File: config.mk
export PLATFORM = sky130hd
export DESIGN_NAME = gen_sensores_flat
export DESIGN_NICKNAME = d
export VERILOG_FILES = /design/src/rtl/gen_sensores_if.sv /design/src/rtl/gen_sensores.sv /design/src/flat_wrapper.sv
export SDC_FILE = /design/constraint.sdc
export NUM_CORES = 1
export LEC_CHECK = 0
export ABC_AREA = 1
export BUFFER_PORTS_ARGS = -buffer_cell sky130_fd_sc_hd__buf_2
export CORE_UTILIZATION = 55
export CTS_CLUSTER_SIZE = 14
export DETAILED_ROUTE_END_ITERATION = 12
export PLACE_DENSITY = 0.76
export SLEW_MARGIN = 20
export SYNTH_ARGS = -nofsm -noshare
export SYNTH_HDL_FRONTEND = slang
export SYNTH_SLANG_ARGS = --single-unit
File: constraint.sdc
create_clock -name clk -period 5.3 [get_ports clk]
set_clock_uncertainty 0.15 [all_clocks]
set_input_delay 0.265 -clock clk [delete_from_list [all_inputs] [get_ports clk]]
set_output_delay 0.265 -clock clk [all_outputs]
set_load 0.01 [all_outputs]
File: src/rtl/gen_sensores_if.sv
// Request/response and sensor-drive signals between gen_sensores and whoever
// requests scenarios and supplies the controller's P/A outputs.
interface gen_sensores_if;
  logic       start;
  logic [1:0] modo;
  logic       P;
  logic       A;
  logic       sf;
  logic       sm;
  logic       busy;
  logic       done;
  logic       ok;
  logic       err;

  modport master (
    output start, modo, P, A,
    input  sf, sm, busy, done, ok, err
  );

  modport slave (
    input  start, modo, P, A,
    output sf, sm, busy, done, ok, err
  );
endinterface

File: src/rtl/gen_sensores.sv
// Plays one sf/sm passage scenario into the access controller, then judges
// the controller's P/A response within a bounded window.
module gen_sensores #(
  parameter int DWELL   = 4,
  parameter int TIMEOUT = 8
) (
  input  logic          clk,
  input  logic          reset,
  gen_sensores_if.slave bus
);

  localparam logic [1:0] M_NORMAL  = 2'b00;
  localparam logic [1:0] M_BACK    = 2'b01;
  localparam logic [1:0] M_ABANDON = 2'b10;
  localparam logic [1:0] M_METAL   = 2'b11;
  localparam logic [7:0] DWELL_C   = 8'(DWELL);
  localparam logic [7:0] TIMEOUT_C = 8'(TIMEOUT);

  typedef enum logic [2:0] {IDLE, FASE_MF, FASE_M, FALLA, ESPERA, FIN} state_t;

  state_t     state_q, state_d;
  logic [7:0] cnt_q, cnt_d;
  logic [1:0] modo_q, modo_d;
  logic       ok_q, ok_d;
  logic       err_q, err_d;
  logic       last_tick;
  logic       exp_hit, nexp_hit;

  always_ff @(posedge clk or negedge reset) begin
    if (!reset) begin
      state_q <= IDLE;
      cnt_q   <= 8'd0;
      modo_q  <= M_NORMAL;
      ok_q    <= 1'b0;
      err_q   <= 1'b0;
    end else begin
      state_q <= state_d;
      cnt_q   <= cnt_d;
      modo_q  <= modo_d;
      ok_q    <= ok_d;
      err_q   <= err_d;
    end
  end

  assign last_tick = (cnt_q <= 8'd1);

  // Mode 11 expects silence, so any P or A counts against it.
  always_comb begin
    exp_hit  = 1'b0;
    nexp_hit = 1'b0;
    case (modo_q)
      M_NORMAL: begin exp_hit = bus.P; nexp_hit = bus.A; end
      M_BACK,
      M_ABANDON: begin exp_hit = bus.A; nexp_hit = bus.P; end
      default:  begin exp_hit = 1'b0;  nexp_hit = bus.P | bus.A; end
    endcase
  end

  always_comb begin
    state_d = state_q;
    cnt_d   = (cnt_q != 8'd0) ? cnt_q - 8'd1 : cnt_q;
    modo_d  = modo_q;
    ok_d    = ok_q;
    err_d   = err_q;
    case (state_q)
      IDLE: begin
        if (bus.start) begin
          state_d = (bus.modo == M_METAL) ? FASE_M : FASE_MF;
          cnt_d   = DWELL_C;
          modo_d  = bus.modo;
          ok_d    = 1'b0;
          err_d   = 1'b0;
        end
      end
      FASE_MF: begin
        if (last_tick) begin
          state_d = (modo_q == M_ABANDON) ? FALLA : FASE_M;
          cnt_d   = DWELL_C;
        end
      end
      FASE_M: begin
        if (last_tick) begin
          state_d = (modo_q == M_BACK) ? FALLA : ESPERA;
          cnt_d   = TIMEOUT_C;
        end
      end
      FALLA: begin
        state_d = ESPERA;
        cnt_d   = TIMEOUT_C;
      end
      ESPERA: begin
        if (nexp_hit) begin
          state_d = FIN;
          err_d   = 1'b1;
        end else if (exp_hit) begin
          state_d = FIN;
          ok_d    = 1'b1;
        end else if (last_tick) begin
          state_d = FIN;
          ok_d    = (modo_q == M_METAL);
          err_d   = (modo_q != M_METAL);
        end
      end
      FIN:     state_d = IDLE;
      default: state_d = IDLE;
    endcase
  end

  always_comb begin
    bus.sf = 1'b0;
    bus.sm = 1'b0;
    case (state_q)
      FASE_MF: begin bus.sf = 1'b1; bus.sm = 1'b1; end
      FASE_M:  bus.sm = 1'b1;
      FALLA:   begin bus.sf = 1'b1; bus.sm = (modo_q == M_BACK); end
      default: ;
    endcase
  end

  assign bus.busy = (state_q != IDLE);
  assign bus.done = (state_q == FIN);
  assign bus.ok   = ok_q;
  assign bus.err  = err_q;

endmodule

File: src/flat_wrapper.sv
// flat-port wrapper written by rule: the top's interface ports become plain ports
module gen_sensores_flat 
#(
  parameter int DWELL   = 4,
  parameter int TIMEOUT = 8
)
  (clk, reset, bus_start, bus_modo, bus_P, bus_A, bus_sf, bus_sm, bus_busy, bus_done, bus_ok, bus_err);
  gen_sensores_if bus_i ();
  input  logic clk;
  input  logic reset;
  input wire logic [$bits(bus_i.start)-1:0] bus_start;
  input wire logic [$bits(bus_i.modo)-1:0] bus_modo;
  input wire logic [$bits(bus_i.P)-1:0] bus_P;
  input wire logic [$bits(bus_i.A)-1:0] bus_A;
  output wire logic [$bits(bus_i.sf)-1:0] bus_sf;
  output wire logic [$bits(bus_i.sm)-1:0] bus_sm;
  output wire logic [$bits(bus_i.busy)-1:0] bus_busy;
  output wire logic [$bits(bus_i.done)-1:0] bus_done;
  output wire logic [$bits(bus_i.ok)-1:0] bus_ok;
  output wire logic [$bits(bus_i.err)-1:0] bus_err;
  assign bus_i.start = bus_start;
  assign bus_i.modo = bus_modo;
  assign bus_i.P = bus_P;
  assign bus_i.A = bus_A;
  assign bus_sf = bus_i.sf;
  assign bus_sm = bus_i.sm;
  assign bus_busy = bus_i.busy;
  assign bus_done = bus_i.done;
  assign bus_ok = bus_i.ok;
  assign bus_err = bus_i.err;
  gen_sensores #(.DWELL(DWELL), .TIMEOUT(TIMEOUT)) u_core (.clk(clk), .reset(reset), .bus(bus_i));
endmodule
==> impl_metrics.env <==
export IMPL_status="complete, no violations"
export IMPL_h_tree_depth=1
export IMPL_timing_rr_start="u_core.cnt_q[0]"
export IMPL_insertedDiodeCount=0
export IMPL_crit_path_max_incr_delay_ps=490
export IMPL_wire_per_inst_um=12.44
export IMPL_r2r_slack_ps=3340
export IMPL_layout_min_cycle_time_ps=1979
export IMPL_final_layout_size_suffix_gt1_share_pct=21.88
export IMPL_async_set_or_reset_flop_fraction_in_the_synthesized_netlist_pct=100.0
export IMPL_grt_pass1_wl_um=3746
export IMPL_die_x_um=46.28
export IMPL_holdCritStartpoint="bus_modo[0]"
export IMPL_gp_congestion=0.9050
export IMPL_total_leakage_power_nw=0.6401
export IMPL_timing_critical_path_from="u_core.state_q[2]"
export IMPL_dp_final_hpwl_um=1830
export IMPL_dr_first_iter_drc_count=24
export IMPL_power_density_mw_per_mm2=643.2
export IMPL_io_buffers=12
export IMPL_area_delta_synth_final_pct=11.95
export IMPL_grt_antenna_before_repair=0
export IMPL_critical_path_peak_fanout=5
export IMPL_synth_top_cells_by_area="sky130_fd_sc_hd__dfrtp_1 35%, sky130_fd_sc_hd__nand2_1 10%, sky130_fd_sc_hd__ha_1 8.1%"
export IMPL_share_comb_of_total_power_pct=63.5
export IMPL_ff_to_ff_end="u_core.cnt_q[7]"
export IMPL_critPathCaptureType="output pin"
export IMPL_max_clock_path_buffers=2
export IMPL_yosys_top_cells_count="30 x sky130_fd_sc_hd__nand2_1, 18 x sky130_fd_sc_hd__inv_1, 16 x sky130_fd_sc_hd__nor2_1"
export IMPL_synthDominantAreaCellType="sky130_fd_sc_hd__dfrtp_1"
export IMPL_number_of_global_route_vias_before_repair=897
export IMPL_hold_viol=0
export IMPL_cts_sinks=15
export IMPL_number_of_buffer_and_inverter_instances_along_the_worst_setup_path=2
export IMPL_path_clk_slew_ps=90
export IMPL_antenna_left=0
export IMPL_via_per_inst=5.319
export IMPL_final_seq_area_um2=375.4
export IMPL_setup_viol_count_final=0
export IMPL_total_switching_power_w=0.0003958
export IMPL_path_class="flop to output pin"
export IMPL_grtUsageTotal_pct=25.84
export IMPL_seq_power_share_pct=27.8
export IMPL_clockRootBuffer="sky130_fd_sc_hd__clkbuf_4"
export IMPL_syn_instance_count=143
export IMPL_max_capacitance_violation_count=0
export IMPL_hold_path_class="primary input to flop"
export IMPL_via_count=984
export IMPL_crit_path_cell_trace="nor3_2 -> inv_1 -> o211ai_1 -> buf_2"
export IMPL_syn_cell_area_mm2=0.001079
export IMPL_totalPowerFinal_w=0.0007766
export IMPL_numCtsBuffers=3
export IMPL_vdd_ir_drop_worst_mv=0.4045
export IMPL_yosysMostFrequentCell="sky130_fd_sc_hd__nand2_1"
export IMPL_intPower_w=0.0003808
export IMPL_setup_worst_path_start_class="flop"
export IMPL_cts_resized_gates=0
export IMPL_finalSetupTns_ps=0
export IMPL_finalMaxSlewViolations=0
export IMPL_final_period_utilization_pct=37.34
export IMPL_fraction_of_the_yosys_area_taken_by_sequential_cells_pct=34.80
export IMPL_clock_power_share_pct=8.7
export IMPL_placeableCoreArea_mm2=0.001783
export IMPL_number_of_primary_i_o_pins=13
export IMPL_netlist_cell_type_count=30
export IMPL_synth_warning_count=0
export IMPL_die_height_um=46.28
export IMPL_synth_top_area_share_pct=34.80
export IMPL_worst_pin_slew_ps=350.3
export IMPL_globalRoute_totalOverflow=0
export IMPL_rows=15
export IMPL_totalWireLength_um=2302
export IMPL_max_slew_margin_rel_pct=76.52
export IMPL_reg2regPathDepth=9
export IMPL_setup_repair_after_global_routing_missed_its_margin="no"
export IMPL_multiInputGateArea_um2=624.3
export IMPL_grt_start_max_net_pins=16
export IMPL_design_die_area_mm2=0.002142
export IMPL_synth_edff_count=0
export IMPL_sw_frac_of_total_pct=50.97
export IMPL_critical_path_cell_count=4
export IMPL_worst_skew_pair_late_latency_ps=300
export IMPL_timing_critical_path_required_ps=4890
export IMPL_drt_pass1_iterations=4
export IMPL_max_freq_mhz=505.2
export IMPL_synth_seq_cells=15
export IMPL_synth_top_flop_cell="sky130_fd_sc_hd__dfrtp_1"
export IMPL_cp_top_delay_family="flip-flops"
export IMPL_syn_num_nets=157
export IMPL_cpMaxStageDelayCell="sky130_fd_sc_hd__dfrtp_1"
export IMPL_tritoncts_clock_tree="yes"
export IMPL_fillerInstances=165
export IMPL_termination_of_the_worst_setup_path="bus_sm"
export IMPL_initial_core_utilization_pct=60.49
export IMPL_route_detailed_drc=0
export IMPL_final_net_count=175
export IMPL_syn_mean_instance_area_um2=7.542
export IMPL_cp_data_arrival_time_ps=1560
==> registers in the layout, summed over array words and instances (netlist names) <==
signal / flops
u_core.bus.err: 1
u_core.bus.ok: 1
u_core.cnt_q: 8
u_core.modo_q: 2
u_core.state_q: 3
==> worst min-delay path by stage <==
stage                  endpoint  cells after the start
3_5_place_dp    u_core.cnt_q[3]                      1
2_1_floorplan    u_core.bus.err                      0
5_1_grt        u_core.modo_q[0]                      3
6_report       u_core.modo_q[0]                      3
3_3_place_gp    u_core.cnt_q[3]                      1
4_1_cts        u_core.modo_q[0]                      3
==> cell families after synthesis <==
kind of cell | share of synthesized area [%]
xor+xnor | 3.248
flops | 34.80
compound gates | 12.41
fa+ha+maj | 8.120
simple gates | 34.11
buf+inv | 7.308
==> power groups by stage <==
stage | registers, W | logic [W] | clock network, W
finish | 0.000216 | 0.000493 | 0.0000678
global route | 0.000222 | 0.000564 | 0.0000748
CTS | 0.000216 | 0.000492 | 0.0000695
detailed placement | 0.000217 | 0.000489 | 0
global placement | 0.000215 | 0.000472 | 0
floorplan | 0.000209 | 0.000381 | 0
==> worst register-to-register path, cell delays in order, from the launching register on <==
cell and delay, ps:
sky130_fd_sc_hd__dfrtp_1 410, sky130_fd_sc_hd__inv_1 140, sky130_fd_sc_hd__ha_1 240, sky130_fd_sc_hd__nor2_1 90, sky130_fd_sc_hd__inv_1 50, sky130_fd_sc_hd__nand4_1 180, sky130_fd_sc_hd__nand2_1 160, sky130_fd_sc_hd__nand2_2 80
sky130_fd_sc_hd__nor3_4 240, sky130_fd_sc_hd__nor2_1 90
==> final cells by class <==
cell class                 count  area share (%)
inverter                      21           6.528
clock buffer                   3           1.865
multi-input combinational    107           51.71
tap                           25           2.591
timing repair buffer          13           5.803
clock inverter                 1          0.4145
sequential                    15           31.09
==> timing repair <==
item                      in CTS  in global routing
hold buffers                   1                  0
hold endpoints to repair      15                  0
buffers inserted               0                  0
==> through the flow <==
stage | area (µm²) | cells | hold WS (ps) | worst slack [ps] | utilization (%)
after floorplan | 1079 | 143 | -180.6 | 3617 | -
after global placement | 1170 | 180 | 38.44 | 3506 | 65.61
after detailed placement | 1170 | 180 | 41.65 | 3388 | 65.61
after CTS | 1207 | 185 | 75.30 | 3325 | 67.72
after global routing | 1207 | 185 | 80.91 | 3155 | 67.72
final | 1207 | 185 | 74.55 | 3321 | 67.72
==> layout by cell type (no fill, tap or decap) <==
cell type	instances
sky130_fd_sc_hd__a21o_1	1
sky130_fd_sc_hd__nand3_1	8
sky130_fd_sc_hd__a31oi_1	1
sky130_fd_sc_hd__a21boi_2	1
sky130_fd_sc_hd__buf_2	12
sky130_fd_sc_hd__nand3b_1	1
sky130_fd_sc_hd__o21ai_0	5
sky130_fd_sc_hd__clkinv_2	1
sky130_fd_sc_hd__a21oi_1	4
sky130_fd_sc_hd__dlygate4sd3_1	1
sky130_fd_sc_hd__nor3_2	1
sky130_fd_sc_hd__nor2_4	1
sky130_fd_sc_hd__clkbuf_4	3
sky130_fd_sc_hd__nand4_2	1
sky130_fd_sc_hd__xor2_1	4
sky130_fd_sc_hd__o21bai_1	1
sky130_fd_sc_hd__o21a_1	1
sky130_fd_sc_hd__nor2_1	16
sky130_fd_sc_hd__a21oi_2	1
sky130_fd_sc_hd__inv_2	3
sky130_fd_sc_hd__o31ai_1	1
sky130_fd_sc_hd__o211a_1	1
sky130_fd_sc_hd__nor2_2	5
sky130_fd_sc_hd__nand2_2	4
sky130_fd_sc_hd__dfrtp_1	15
sky130_fd_sc_hd__or2_2	1
sky130_fd_sc_hd__o211ai_1	1
sky130_fd_sc_hd__inv_1	18
sky130_fd_sc_hd__nand2_1	30
sky130_fd_sc_hd__nand4_1	4
sky130_fd_sc_hd__o21ai_1	3
sky130_fd_sc_hd__nor3_1	2
sky130_fd_sc_hd__ha_1	7
sky130_fd_sc_hd__nor3_4	1
==> metal layers <==
layer	GRT usage, %	wire, µm	share of wire, %
met1	31.37	986	43
met2	42.25	1118	49
met3	8.627	158	6.9
met4	9.412	38	1.7
met5	0	0	0
(Power assumes the default switching activity.)
